==> src/rtl/sweep_controller.sv <==
// Triangle sweep sequencer: ramps count between latched low/high limits at a
// prescaled tick rate, dwells at each peak, and runs a finite or continuous
// number of sweeps. All outputs are registered.
module sweep_controller #(
  parameter int WIDTH   = 8,
  parameter int PRESC_W = 16,
  parameter int DWELL_W = 8,
  parameter int SWEEP_W = 8
) (
  input  logic               clk,
  input  logic               rst,
  input  logic               start,
  input  logic               stop,
  input  logic [WIDTH-1:0]   lo_lim,
  input  logic [WIDTH-1:0]   hi_lim,
  input  logic [PRESC_W-1:0] step_div,
  input  logic [DWELL_W-1:0] dwell,
  input  logic [SWEEP_W-1:0] num_sweeps,
  output logic [WIDTH-1:0]   count,
  output logic               dir_up,
  output logic               busy,
  output logic               sweep_done,
  output logic               cfg_err,
  output logic [SWEEP_W-1:0] sweeps
);

  typedef enum logic [2:0] {
    IDLE      = 3'd0,
    RAMP_UP   = 3'd1,
    DWELL_HI  = 3'd2,
    RAMP_DOWN = 3'd3,
    DWELL_LO  = 3'd4
  } state_t;

  localparam logic [WIDTH-1:0]   CNT_ONE   = 1;
  localparam logic [PRESC_W-1:0] PRESC_ONE = 1;
  localparam logic [DWELL_W-1:0] DWELL_ONE = 1;
  localparam logic [SWEEP_W-1:0] SWEEP_ONE = 1;

  state_t             state_q;
  logic [WIDTH-1:0]   count_q;
  logic               dir_up_q;
  logic               busy_q;
  logic               sweep_done_q;
  logic               cfg_err_q;
  logic [SWEEP_W-1:0] sweeps_q;
  logic [PRESC_W-1:0] presc_q;
  logic [DWELL_W-1:0] dwell_cnt_q;

  // Configuration captured on an accepted start; data only, no reset needed.
  logic [WIDTH-1:0]   lo_q;
  logic [WIDTH-1:0]   hi_q;
  logic [PRESC_W-1:0] step_q;
  logic [DWELL_W-1:0] dwell_q;
  logic [SWEEP_W-1:0] nsw_q;

  logic               accept;
  logic               tick;
  logic [WIDTH-1:0]   cnt_up_d;
  logic [WIDTH-1:0]   cnt_dn_d;
  logic [SWEEP_W-1:0] sweeps_d;
  logic               last_sweep;

  // Combinational helpers: start qualification, tick and next-count values.
  always_comb begin
    accept     = (state_q == IDLE) && start && !stop && (lo_lim < hi_lim);
    tick       = (presc_q == step_q);
    cnt_up_d   = count_q + CNT_ONE;
    cnt_dn_d   = count_q - CNT_ONE;
    sweeps_d   = (sweeps_q == '1) ? sweeps_q : sweeps_q + SWEEP_ONE;
    last_sweep = (nsw_q != '0) && (sweeps_d == nsw_q);
  end

  // Latch the sweep configuration when a start is accepted.
  always_ff @(posedge clk) begin
    if (accept) begin
      lo_q    <= lo_lim;
      hi_q    <= hi_lim;
      step_q  <= step_div;
      dwell_q <= dwell;
      nsw_q   <= num_sweeps;
    end
  end

  // Sweep FSM with prescaler, dwell counter and registered status outputs.
  always_ff @(posedge clk) begin
    if (rst) begin
      state_q      <= IDLE;
      count_q      <= '0;
      dir_up_q     <= 1'b1;
      busy_q       <= 1'b0;
      sweep_done_q <= 1'b0;
      cfg_err_q    <= 1'b0;
      sweeps_q     <= '0;
      presc_q      <= '0;
      dwell_cnt_q  <= '0;
    end else begin
      sweep_done_q <= 1'b0;
      cfg_err_q    <= 1'b0;
      if (state_q == IDLE) begin
        presc_q <= '0;
        if (start && !stop) begin
          if (lo_lim < hi_lim) begin
            state_q  <= RAMP_UP;
            count_q  <= lo_lim;
            sweeps_q <= '0;
            dir_up_q <= 1'b1;
            busy_q   <= 1'b1;
          end else begin
            cfg_err_q <= 1'b1;
          end
        end
      end else if (stop) begin
        // Abort wins over any tick in the same cycle; count and sweeps hold.
        state_q <= IDLE;
        busy_q  <= 1'b0;
        presc_q <= '0;
      end else begin
        presc_q <= tick ? '0 : presc_q + PRESC_ONE;
        if (tick) begin
          case (state_q)
            RAMP_UP: begin
              count_q <= cnt_up_d;
              if (cnt_up_d == hi_q) begin
                if (dwell_q == '0) begin
                  state_q  <= RAMP_DOWN;
                  dir_up_q <= 1'b0;
                end else begin
                  state_q     <= DWELL_HI;
                  dwell_cnt_q <= dwell_q;
                end
              end
            end
            DWELL_HI: begin
              dwell_cnt_q <= dwell_cnt_q - DWELL_ONE;
              if (dwell_cnt_q == DWELL_ONE) begin
                state_q  <= RAMP_DOWN;
                dir_up_q <= 1'b0;
              end
            end
            RAMP_DOWN: begin
              count_q <= cnt_dn_d;
              if (cnt_dn_d == lo_q) begin
                sweep_done_q <= 1'b1;
                sweeps_q     <= sweeps_d;
                if (last_sweep) begin
                  state_q <= IDLE;
                  busy_q  <= 1'b0;
                end else if (dwell_q == '0) begin
                  state_q  <= RAMP_UP;
                  dir_up_q <= 1'b1;
                end else begin
                  state_q     <= DWELL_LO;
                  dwell_cnt_q <= dwell_q;
                end
              end
            end
            DWELL_LO: begin
              dwell_cnt_q <= dwell_cnt_q - DWELL_ONE;
              if (dwell_cnt_q == DWELL_ONE) begin
                state_q  <= RAMP_UP;
                dir_up_q <= 1'b1;
              end
            end
            default: state_q <= IDLE;
          endcase
        end
      end
    end
  end

  assign count      = count_q;
  assign dir_up     = dir_up_q;
  assign busy       = busy_q;
  assign sweep_done = sweep_done_q;
  assign cfg_err    = cfg_err_q;
  assign sweeps     = sweeps_q;

endmodule

==> config.mk <==
export PLATFORM = sky130hd
export DESIGN_NAME = sweep_controller
export DESIGN_NICKNAME = d
export VERILOG_FILES = /design/src/rtl/sweep_controller.sv
export SDC_FILE = /design/constraint.sdc
export NUM_CORES = 1
export LEC_CHECK = 0
export BUFFER_PORTS_ARGS = -buffer_cell sky130_fd_sc_hd__clkbuf_2
export CORE_MARGIN = 5
export CORE_UTILIZATION = 43
export CTS_BUF_LIST = sky130_fd_sc_hd__clkbuf_8 sky130_fd_sc_hd__clkbuf_16
export CTS_CLUSTER_DIAMETER = 30
export DETAILED_ROUTE_END_ITERATION = 7
export GPL_TIMING_DRIVEN = 0
export HOLD_SLACK_MARGIN = 0.02
export SYNTH_ARGS = -nofsm -noshare
export SYNTH_HDL_FRONTEND = slang
export SYNTH_SLANG_ARGS = --single-unit
==> constraint.sdc <==
create_clock -name clk -period 9.7 [get_ports clk]
set_input_delay 0.485 -clock clk [delete_from_list [all_inputs] [get_ports clk]]
set_output_delay 0.485 -clock clk [all_outputs]
set_load 0.05 [all_outputs]
After elaboration in Yosys (flattened, before gate mapping)
Cells that the tools add are included.

$add $sub $neg: 5. $lt $le $gt $ge: 1. Equality and inequality tests: 27. Multiplexer cells: 53. Bitwise operators: 5. Reductions and logical operators: 29.

Operators with widths (count): 8-bit two-way mux (17); 3-bit two-way mux (11); 8-bit equality test (3); 8-bit case mux with 3 select lines (1); 1-bit two-way mux (21); 3-bit != test, second input constant (7); 3-bit nonzero test (6); 16-bit by 1-bit adder with 16-bit output, second input constant (1); 8-bit by 1-bit adder with 8-bit output, second input constant (2); 16-bit equality test (1); 4-bit != test, second input constant (4); 8-bit case mux with 2 select lines (1); 8-bit by 1-bit subtractor with 8-bit output, second input constant (2); 7-bit AND reduction (2); 3-bit case mux with 4 select lines (1); 12-bit AND reduction (1); 6-bit AND reduction (2); 8-bit by 1-bit equality test with 1-bit output, second input constant (1); 8-bit equality test, second input constant (1); 8-bit zero test (1); 8-bit less-than comparator (1); 8-bit nonzero test (1); 3-bit by 2-bit equality test with 1-bit output, second input constant (2); 2-bit by 1-bit != test with 1-bit output, second input constant (3); 15 further kinds (27).

Bits in registers: 95. Input bits: 52. Output and inout port bits: 20. Word-level logic and storage cells: 134.

Depth between registers and ports, before layout
Gate-level depths: netlist (run 1).

Depth in word-level cells: 10. Mapped depth: 12. Mapped depth without buffers: 10.

Least setup slack after synthesis (run 1)
No wires, ideal clock.

Kind: input port to flip-flop. From: in hi_lim[5]. To: reg dir_up_q (netlist: dir_up). Library setup time: 138 ps. Arrival time: 5035 ps. Required time: 9562 ps. Path slack: 4527 ps. Stages: 10. Path buffers: 0. Cell sequence: inv_1 ha_1 a21o_1 a21o_1 a211o_1 a21oi_1 o32ai_1 a211oi_2 o2111a_1 o21ai_0.

Word-level cells in the longest chain between the ends: 3.

Ends and longest elaborated chain: start, declared (line 15) `input logic [WIDTH-1:0] hi_lim,`; 8-bit less-than comparator (line 103) `if (lo_lim < hi_lim) begin`; 2-bit by 1-bit != test with 1-bit output (no line); 12-bit AND reduction (no line); end signal, assigned (line 107) `dir_up_q <= 1'b1;`; end signal, assigned (line 127) `dir_up_q <= 1'b0;`; end signal, assigned (line 138) `dir_up_q <= 1'b0;`; end, declared (line 42) `logic dir_up_q;`.

No other way between the ends. A chain may end at the register's enable or synchronous reset.

Worst setup path in the final report (run 1)
From: reg sweeps_q[1] (netlist: sweeps[1]). To: reg dwell_cnt_q[1].

Word-level cells in the longest chain between the ends: 6. Elaborated cells on any way between the ends: 7. Those cells by class: add/sub: 1; eq/ne: 3; mux: 1; reduce/logical: 2.

Ends and longest elaborated chain: start, declared (line 46) `logic [SWEEP_W-1:0] sweeps_q;`; start signal, assigned (line 145) `sweeps_q <= sweeps_d;`; 8-bit by 1-bit adder with 8-bit output or 8-bit equality test (tied branches) (line 70) `sweeps_d = (sweeps_q == '1) ? sweeps_q : sweeps_q + SWEEP_ONE;`; 8-bit two-way mux * (line 70); 8-bit equality test * (line 71) `last_sweep = (nsw_q != '0) && (sweeps_d == nsw_q);`; 1-bit logical AND * (line 71); 2-bit != test (no line) *; 7-bit AND reduction (no line) *; end signal, assigned (line 130) `dwell_cnt_q <= dwell_q;`; end signal, assigned (line 135) `dwell_cnt_q <= dwell_cnt_q - DWELL_ONE;`; end signal, assigned (line 154) `dwell_cnt_q <= dwell_q;`; end, declared (line 48) `logic [DWELL_W-1:0] dwell_cnt_q;`.

Every way passes the cells marked *; elsewhere a longest branch is shown, timed or not.

==> results.cfg, run 1 <==
[layout]
final_common_cell = clkbuf_2
fin_nets = 698
drive_above_1_share_pct = 16.6
post-route-util_pct = 51.0
area_growth_pct = 17.3
layout_common_cells = clkbuf_2, nor2_1, edfxtp_1
diodes = 0
layout.cells.non_filler = 785

[cts]
cts_tree = built
cts_hold_buf = 0
numCtsBuffers = 9
clock_path_buffers = 2
cts.reportedPaths.clkPinSlew_ps = 70
cts-root-buf = clkbuf_16
ctsResizeCount = 0
clk_latency_ps = 350
postCtsSetupBuffers = 0
cts.htree.levels = 3
cts_num_sinks = 95

[global_routing]
antenna_found_initial = 0
grt_pass1_vias = 4244
gr-total-overflow = 0
grt_max_degree = 22
grtUsageTotal_pct = 18.3
grt_pass1_wl_um = 21100

[drt]
first_pass_iters = 5
viasPerCell = 5.58
dr.first_iter.drc_count = 280
wl_per_cell_um = 16.3
drt_drc_violations_left = 0
drt_wl_total_um = 12800
num_vias = 4383
ant_nets = 0

[power]
powerDensity_nw_per_um2 = 149
leakage_nw = 2.28
peakVddDrop_mv = 0.125

[die]
die_area_sq_um = 14400
start_util_pct = 43.5
rows = 40
die_h_um = 120
coreArea_sq_um = 12000
io_pins = 72
die_width_um = 120

[synth]
yosysTopAreaCell = edfxtp_1
synth_top_cell_area_share_pct = 27.7
synth_edf_count = 48
synth_cell_types = 70
async_flop_share_pct = 0
yosys_warnings = 0
synth-seq-cells = 95
synth_fp_nets = 615
synth.top_cells.by_area = edfxtp_1, dfxtp_1, xor2_1
synth_flop_cell = edfxtp_1
synthCells = 550
yosysSeqAreaShare_pct = 45.8
avgSynthCellArea_sq_um = 9.46
synth_area_sq_um = 5200

[timing]
setup-violations-final = 0
fin_setup_tns_ps = 0
slew_headroom_pct = 43.0
finClkSkew_ps = 9.71
hold_viol_final = 0
min_period_ps = 4060
worstMarginPinSlew_ps = 847
rsz0062_at_grt = no
fmax_ghz = 0.246
maxSlewViolCount = 0
fin_crit_sh_pct = 41.9

[min_path]
hp-start = step_div[6]
hp-class = in2reg

[critical_path]
crit_path_end_kind = flip-flop
worstSetupPathType = reg2reg
required_ps = 9940
critPathLaunchType = flip-flop
r2r-start = sweeps[1]$_SDFFE_PP0P_
cp-startpoint = sweeps[1]$_SDFFE_PP0P_
worstPathArrival_ps = 4300
crit_fanout = 10

[place]
gp_congestion = 0.877
post-dp-hpwl_um = 9420
port_buffers = 70
dp.cells = 769

[status]
status = finished, final reports clean

[job]
drv_cap = 0
metrics by stage:
stage	power, W	setup slack, ps	instance area, sq um	hold slack [ps]
after floorplan	0.000526	4530	5200	439
after global placement	0.000562	2640	5740	452
after detailed placement	0.000566	5750	5810	459
after CTS	0.000919	5730	6100	289
after global routing	0.000948	5450	6100	284
final	0.000908	5640	6100	304
layout make-up:
class / count / area (sq um)
clock inverter: 6 / 48.8
tap: 147 / 184
buffer: 33 / 134
multi-input combinational: 403 / 2630
clock buffer: 10 / 250
timing repair buffer: 72 / 405
inverter: 19 / 71.3
fill: 1139 / 5860
sequential: 95 / 2380
power by group:
| group | switching [W] | internal [W] | total (W) |
|---|---|---|---|
| Sequential | 0.00000847 | 0.000436 | 0.000445 |
| Combinational | 0.0000689 | 0.0000438 | 0.000113 |
| Clock | 0.000158 | 0.000192 | 0.000350 |
metal layers:
| layer | part of all wire (%) | global-route usage [%] | routed length, um | up-vias |
|---|---|---|---|---|
| li1 | - | - | - | 2189 |
| met4 | 1.5 | 5.65 | 196 | 0 |
| met2 | 46 | 28.8 | 5830 | 143 |
| met5 | 0 | 0 | 0 | - |
| met3 | 6.3 | 5.37 | 804 | 18 |
| met1 | 47 | 24.2 | 5970 | 2033 |
cell usage after synthesis (all sizes together), types with 3 or more instances:
| master | instances |
|---|---|
| nor2 | 59 |
| edfxtp | 48 |
| dfxtp | 47 |
| nand2 | 41 |
| xor2 | 36 |
| a21oi | 35 |
| clkbuf | 29 |
| o21ai | 21 |
| xnor2 | 20 |
| inv | 19 |
| nand3 | 18 |
| nor4 | 18 |
| ha | 13 |
| nor3 | 13 |
| nand4 | 11 |
| and3 | 9 |
| o32ai | 8 |
| nand2b | 7 |
| a211oi | 6 |
| a21o | 5 |
| a31oi | 5 |
| nor4b | 5 |
| a211o | 4 |
| a22o | 4 |
| a31o | 4 |
| buf | 4 |
| mux2i | 4 |
| nor3b | 4 |
| o31ai | 4 |
| or4 | 4 |
| and4 | 3 |
| nand3b | 3 |
| or3 | 3 |
worst paths after layout:
path / endpoint / slack (ps) / cells after the start
setup / recovery: dwell_cnt_q[1]$_SDFFE_PP0P_ / 5640 / 11
hold / removal: step_q[6]$_DFFE_PP_ / 300 / 1
setup reg to reg: dwell_cnt_q[1]$_SDFFE_PP0P_ / 5640 / 11
hold reg to reg: dwell_cnt_q[4]$_SDFFE_PP0P_ / 470 / 2
registers in the layout, indices dropped and copies added (netlist names):
register     cells
busy             1
count            8
state_q          3
dwell_cnt_q      8
sweep_done       1
dwell_q          8
hi_q             8
step_q          16
dir_up           1
sweeps           8
presc_q         16
lo_q             8
cfg_err          1
nsw_q            8
cells by family (layout without fill, tap and decap cells):
logic type / count (synthesis) / count (layout) / synth area share [%]
AOI/OAI and AO/OA: 122 / 122 / 16.1
xor gates and xnor gates: 56 / 56 / 9.42
adders and majority gates: 13 / 13 / 3.13
buffers and inverters: 52 / 140 / 3.94
DFF: 95 / 95 / 45.8
muxes: 6 / 6 / 1.27
and+or+nand+nor: 206 / 206 / 20.3
worst max-delay path: stages (launching register included):
cell and delay, ps:
dfxtp_1 510, ha_1 210, clkbuf_1 360, nand3_1 160, clkbuf_1 250, o311ai_0 450, nand3_1 170, nor4_1 720
o31a_1 440, or3_1 160, buf_2 200, mux2_4 310
No activity file was read; power rests on OpenSTA's default activity.
==> run 2: changes to the inputs <==
==> constraint.sdc (replaced) <==
create_clock -name clk -period 3.8 [get_ports clk]
set_input_delay 0.19 -clock clk [delete_from_list [all_inputs] [get_ports clk]]
set_output_delay 0.19 -clock clk [all_outputs]
set_load 0.05 [all_outputs]
==> run 2 against run 1 <==
  * Critical endpoint is now count[5]$_SDFFE_PP0P_
  * Worst hold slack lost 270 ps
  * Critical path type is now in2reg
  * Sequential cell count stayed put
  * Sequential share of layout area shrank 2.1 points
==> results.cfg, run 2 (same netlist as run 1, synthesis figures left out) <==
[die]
start_util_pct = 43.5
io_pins = 72
rows = 40
die_area_sq_um = 14400
die_width_um = 120
die_h_um = 120
coreArea_sq_um = 12000

[drt]
drt_wl_total_um = 13700
first_pass_iters = 5
viasPerCell = 5.62
dr.first_iter.drc_count = 361
num_vias = 4602
wl_per_cell_um = 16.7
ant_nets = 0
drt_drc_violations_left = 0

[global_routing]
antenna_found_initial = 0
gr-total-overflow = 0
grt_max_degree = 30
grt_pass1_vias = 4548
grt_pass1_wl_um = 22300
grtUsageTotal_pct = 19.3

[cts]
cts.htree.levels = 3
cts.reportedPaths.clkPinSlew_ps = 70
cts-root-buf = clkbuf_16
clock_path_buffers = 2
cts_num_sinks = 95
clk_latency_ps = 350
numCtsBuffers = 9
cts_tree = built

[critical_path]
crit_fanout = 29
worstPathArrival_ps = 3810
crit_path_end_kind = flip-flop
worstSetupPathType = in2reg
required_ps = 4020
critPathLaunchType = input port

[timing]
layout_setup_ws_ps = 209
slew_headroom_pct = 50.2
fin_setup_tns_ps = 0
fin_crit_sh_pct = 94.5
holdWs_ps = 32.9
maxSlewViolCount = 0
min_period_ps = 3590
rsz0062_at_grt = no
worstMarginPinSlew_ps = 747
hold_viol_final = 0
setup-violations-final = 0
finClkSkew_ps = 7.41
fmax_ghz = 0.279

[power]
leakage_nw = 2.43
peakVddDrop_mv = 0.275
powerDensity_nw_per_um2 = 370

[layout]
area_growth_pct = 24.0
fin_nets = 732
design_area_sq_um = 6450
drive_above_1_share_pct = 15.8
final_common_cell = clkbuf_2
fillers = 1089
layout_common_cells = clkbuf_2, nor2_1, edfxtp_1
largestRegisters = presc_q: 16 flops, step_q: 16 flops
diodes = 0

[status]
status = finished, final reports clean

[min_path]
hp-class = in2reg

[job]
drv_cap = 0

[place]
post-place-ws_ps = -132
port_buffers = 70
placed_cell_area_sq_um = 5770
gp_congestion = 0.884
post-dp-hpwl_um = 9420
[run 2: cell types whose count changed in the layout (fill, tap and decap cells not counted), moves of 2 or more]
cell,previous run,this run
inv_6,2,0
dlygate4sd3_1,0,35
clkinv_2,0,2
buf_16,2,0
clkinv_4,2,0
[run 2: path summary, 6_finish.rpt]
path	start	end	slack (ps)	cells past startpoint
hold reg to reg	dwell_cnt_q[4]$_SDFFE_PP0P_	dwell_cnt_q[4]$_SDFFE_PP0P_	470	2
setup / recovery	hi_lim[5]	count[5]$_SDFFE_PP0P_	210	15
setup reg to reg	sweeps[1]$_SDFFE_PP0P_	dwell_cnt_q[1]$_SDFFE_PP0P_	240	10
hold / removal	hi_lim[2]	hi_q[2]$_DFFE_PP_	30	1
[run 2: cell type report]
cell class | count | area [sq um] | area share [%]
inverter | 19 | 71.3 | 1.11
multi-input combinational | 404 | 2660 | 41.2
clock inverter | 6 | 56.3 | 0.872
buffer | 32 | 130 | 2.02
clock buffer | 10 | 250 | 3.88
sequential | 95 | 2380 | 36.9
timing repair buffer | 106 | 721 | 11.2
tap | 147 | 184 | 2.85
[run 2: what timing repair did]
item                                   4_1_cts  5_1_grt
resized for setup                            1        2
pin swaps                                    0        0
setup buffers                                0        0
setup endpoints to repair                    3       11
endpoints found under the hold margin       35        0
hold buffers                                35        0
gates cloned                                 1        0
[run 2: worst max-delay path, cell delays in order]
cell and delay, ps:
dlygate4sd3_1 520, clkbuf_2 110, inv_1 40, ha_1 280, a21o_1 160, a21o_1 190
a211o_1 380, a21oi_4 470, buf_12 270, nor2b_1 70, clkbuf_1 190, or3b_1 380
clkbuf_1 220, o21ai_0 240, a21oi_1 90
[run 2: stage by stage]
step,util (%),std cells,power (W)
after CTS,53.9,820,0.00241
after floorplan,-,550,0.00134
after detailed placement,48.2,768,0.00144
after global routing,54.0,819,0.00249
final,54.0,819,0.00239
after global placement,48.0,767,0.00143
[run 2: report_power, final]
group          total, W  internal [W]  switching [W]
Sequential      0.00114       0.00111      0.0000217
Clock          0.000932      0.000546       0.000386
Combinational  0.000320      0.000131       0.000189
[run 2: metal layers]
metal | vias to the layer above | wire length, um | GRT usage, %
li1 | 2263 | - | -
met1 | 2170 | 6240 | 25.3
met2 | 148 | 6440 | 31.3
met3 | 21 | 753 | 4.95
met4 | 0 | 220 | 5.58
met5 | - | 0 | 0
==> run 3: changes to the inputs <==
==> constraint.sdc (replaced) <==
create_clock -name clk -period 3.8 [get_ports clk]
set_input_delay 0.38 -clock clk [delete_from_list [all_inputs] [get_ports clk]]
set_output_delay 0.38 -clock clk [all_outputs]
set_load 0.05 [all_outputs]
==> run 3 against run 2 <==
  * Clock-buffer cell count unchanged
  * Core utilization decreased by 2.8 points
  * Clock power fell by 8.3%
  * Via count shrank 2.9%
  * Sequential power about the same
  * Critical path depth fell by 3
  * Critical endpoint is now dwell_cnt_q[1]$_SDFFE_PP0P_
  * Largest cell class unchanged
==> results.cfg, run 3 (same netlist as run 1, synthesis figures left out) <==
[critical_path]
r2r-start = sweeps[1]$_SDFFE_PP0P_
worstPathArrival_ps = 3730
crit_top_cell = clkbuf_1
crit_fanout = 10
cp_num_buf_inv = 3
critPathLaunchType = flip-flop
crit_family = simple AND/OR/NAND/NOR gates
crit_chain = ha_1 > clkbuf_1 > nand3_1 > clkbuf_1 > nor2_1 > nor4_1 > a31oi_1 > nor4_4 > o31a_1 > or3_1 > buf_2 > mux2_4
required_ps = 4040
crit_path_end_kind = flip-flop
worstSetupPathType = reg2reg
cp_slowest_cell = dfxtp_1
cp-startpoint = sweeps[1]$_SDFFE_PP0P_
max_stage_delay_ps = 510

[drt]
num_vias = 4469
ant_nets = 0
viasPerCell = 5.67
dr.first_iter.drc_count = 253
drt_wl_total_um = 13100
first_pass_iters = 5
wl_per_cell_um = 16.7
drt_drc_violations_left = 0

[cts]
cts.htree.levels = 3
clk_latency_ps = 350
cts_num_sinks = 95
cts-root-buf = clkbuf_16
cts_tree = built
cts.reportedPaths.clkPinSlew_ps = 70
clock_path_buffers = 2
cts_hold_buf = 0
numCtsBuffers = 9

[timing]
setup-violations-final = 0
min_period_ps = 3490
slew_headroom_pct = 54.1
maxSlewViolCount = 0
hold_viol_final = 0
finClkSkew_ps = 7.05
rsz0062_at_grt = no
worstMarginPinSlew_ps = 684
layout_setup_ws_ps = 311
fin_crit_sh_pct = 91.8
fmax_ghz = 0.287
holdWs_ps = 204

[die]
coreArea_sq_um = 12000
start_util_pct = 43.5
die_h_um = 120
rows = 40
io_pins = 72
die_width_um = 120
die_area_sq_um = 14400

[power]
peakVddDrop_mv = 0.293
powerDensity_nw_per_um2 = 373
leakage_nw = 2.29

[status]
status = finished, final reports clean

[layout]
diodes = 0
final_common_cell = clkbuf_2
largestRegisters = presc_q: 16 flops, step_q: 16 flops
fin_nets = 701
layout.cells.non_filler = 788
area_growth_pct = 17.7
drive_above_1_share_pct = 16.8
layout_common_cells = clkbuf_2, nor2_1, edfxtp_1

[place]
port_buffers = 70
post-dp-hpwl_um = 9590
post-place-ws_ps = -106
gp_congestion = 0.873
dp.cells = 769

[global_routing]
gr-total-overflow = 0
grt_pass1_vias = 4287
antenna_found_initial = 0
grt_max_degree = 21
grt_pass1_wl_um = 21200
grtUsageTotal_pct = 18.4

[job]
drv_cap = 0

[min_path]
hp-class = in2reg
hp-start = num_sweeps[6]
-- run 3: cell count changes in the layout (fill, tap and decap cells not counted) --
cell | before | now
clkinv_2 | 2 | 0
clkinv_1 | 0 | 1
buf_4 | 0 | 3
a21oi_2 | 2 | 1
bufinv_16 | 1 | 0
clkbuf_1 | 28 | 29
clkbuf_8 | 0 | 1
dlygate4sd3_1 | 35 | 0
buf_16 | 0 | 2
clkbuf_16 | 10 | 9
inv_4 | 2 | 1
buf_12 | 1 | 0
clkinvlp_4 | 0 | 3
-- run 3: metal layers --
layer  routed length, um  vias to the layer above  track usage, %
met3                 862                       27            4.24
li1                    -                     2197               -
met2                5950                      147            28.5
met5                   0                        -               0
met4                 255                        0            7.16
met1                6070                     2098            24.8
-- run 3: power by group --
part           internal [W]  switching, W  total, W
clock network      0.000458      0.000398  0.000855
logic              0.000112      0.000180  0.000293
registers           0.00111     0.0000220   0.00114
total               0.00168      0.000600   0.00228
-- run 3: worst reg2reg max path: cells and delay by family (launching register included) --
family,cells,cell delay (ps)
AND/OR/NAND/NOR,5,1030
buffers and inverters,3,780
AO/OA/AOI/OAI,2,550
flip-flops,1,510
multiplexers,1,310
adder cells (fa/ha/maj),1,210
-- run 3: final timing paths --
kind | end | slack [ps] | depth (start not counted)
max | dwell_cnt_q[1]$_SDFFE_PP0P_ | 310 | 12
min reg2reg | dwell_cnt_q[5]$_SDFFE_PP0P_ | 460 | 2
max reg2reg | dwell_cnt_q[1]$_SDFFE_PP0P_ | 310 | 12
min | nsw_q[6]$_DFFE_PP_ | 200 | 1
-- run 3: final cells by class --
class	count	area [sq um]
Multi-Input combinational cell	403	2650
Tap cell	147	184
Fill cell	1147	5840
Sequential cell	95	2380
Timing Repair Buffer	75	428
Inverter	19	71.3
Buffer	33	134
Clock buffer	10	239
Clock inverter	6	36.3
-- run 3: through the flow --
step | cell area [sq um] | total power [W] | TNS, ps | util (%)
floorplan | 5220 | 0.00134 | 0 | -
global placement | 5750 | 0.00143 | -4340 | 48.1
detailed placement | 5810 | 0.00145 | -106 | 48.5
CTS | 6090 | 0.00231 | 0 | 50.9
global route | 6120 | 0.00238 | 0 | 51.2
finish | 6120 | 0.00228 | 0 | 51.2
-- run 3: repair_timing --
action / in CTS / in global routing
resized for setup: 1 / 2
endpoints found under the setup margin: 1 / 8
setup buffers: 0 / 3
pin swaps: 0 / 1
hold endpoints to repair: 0 / 0
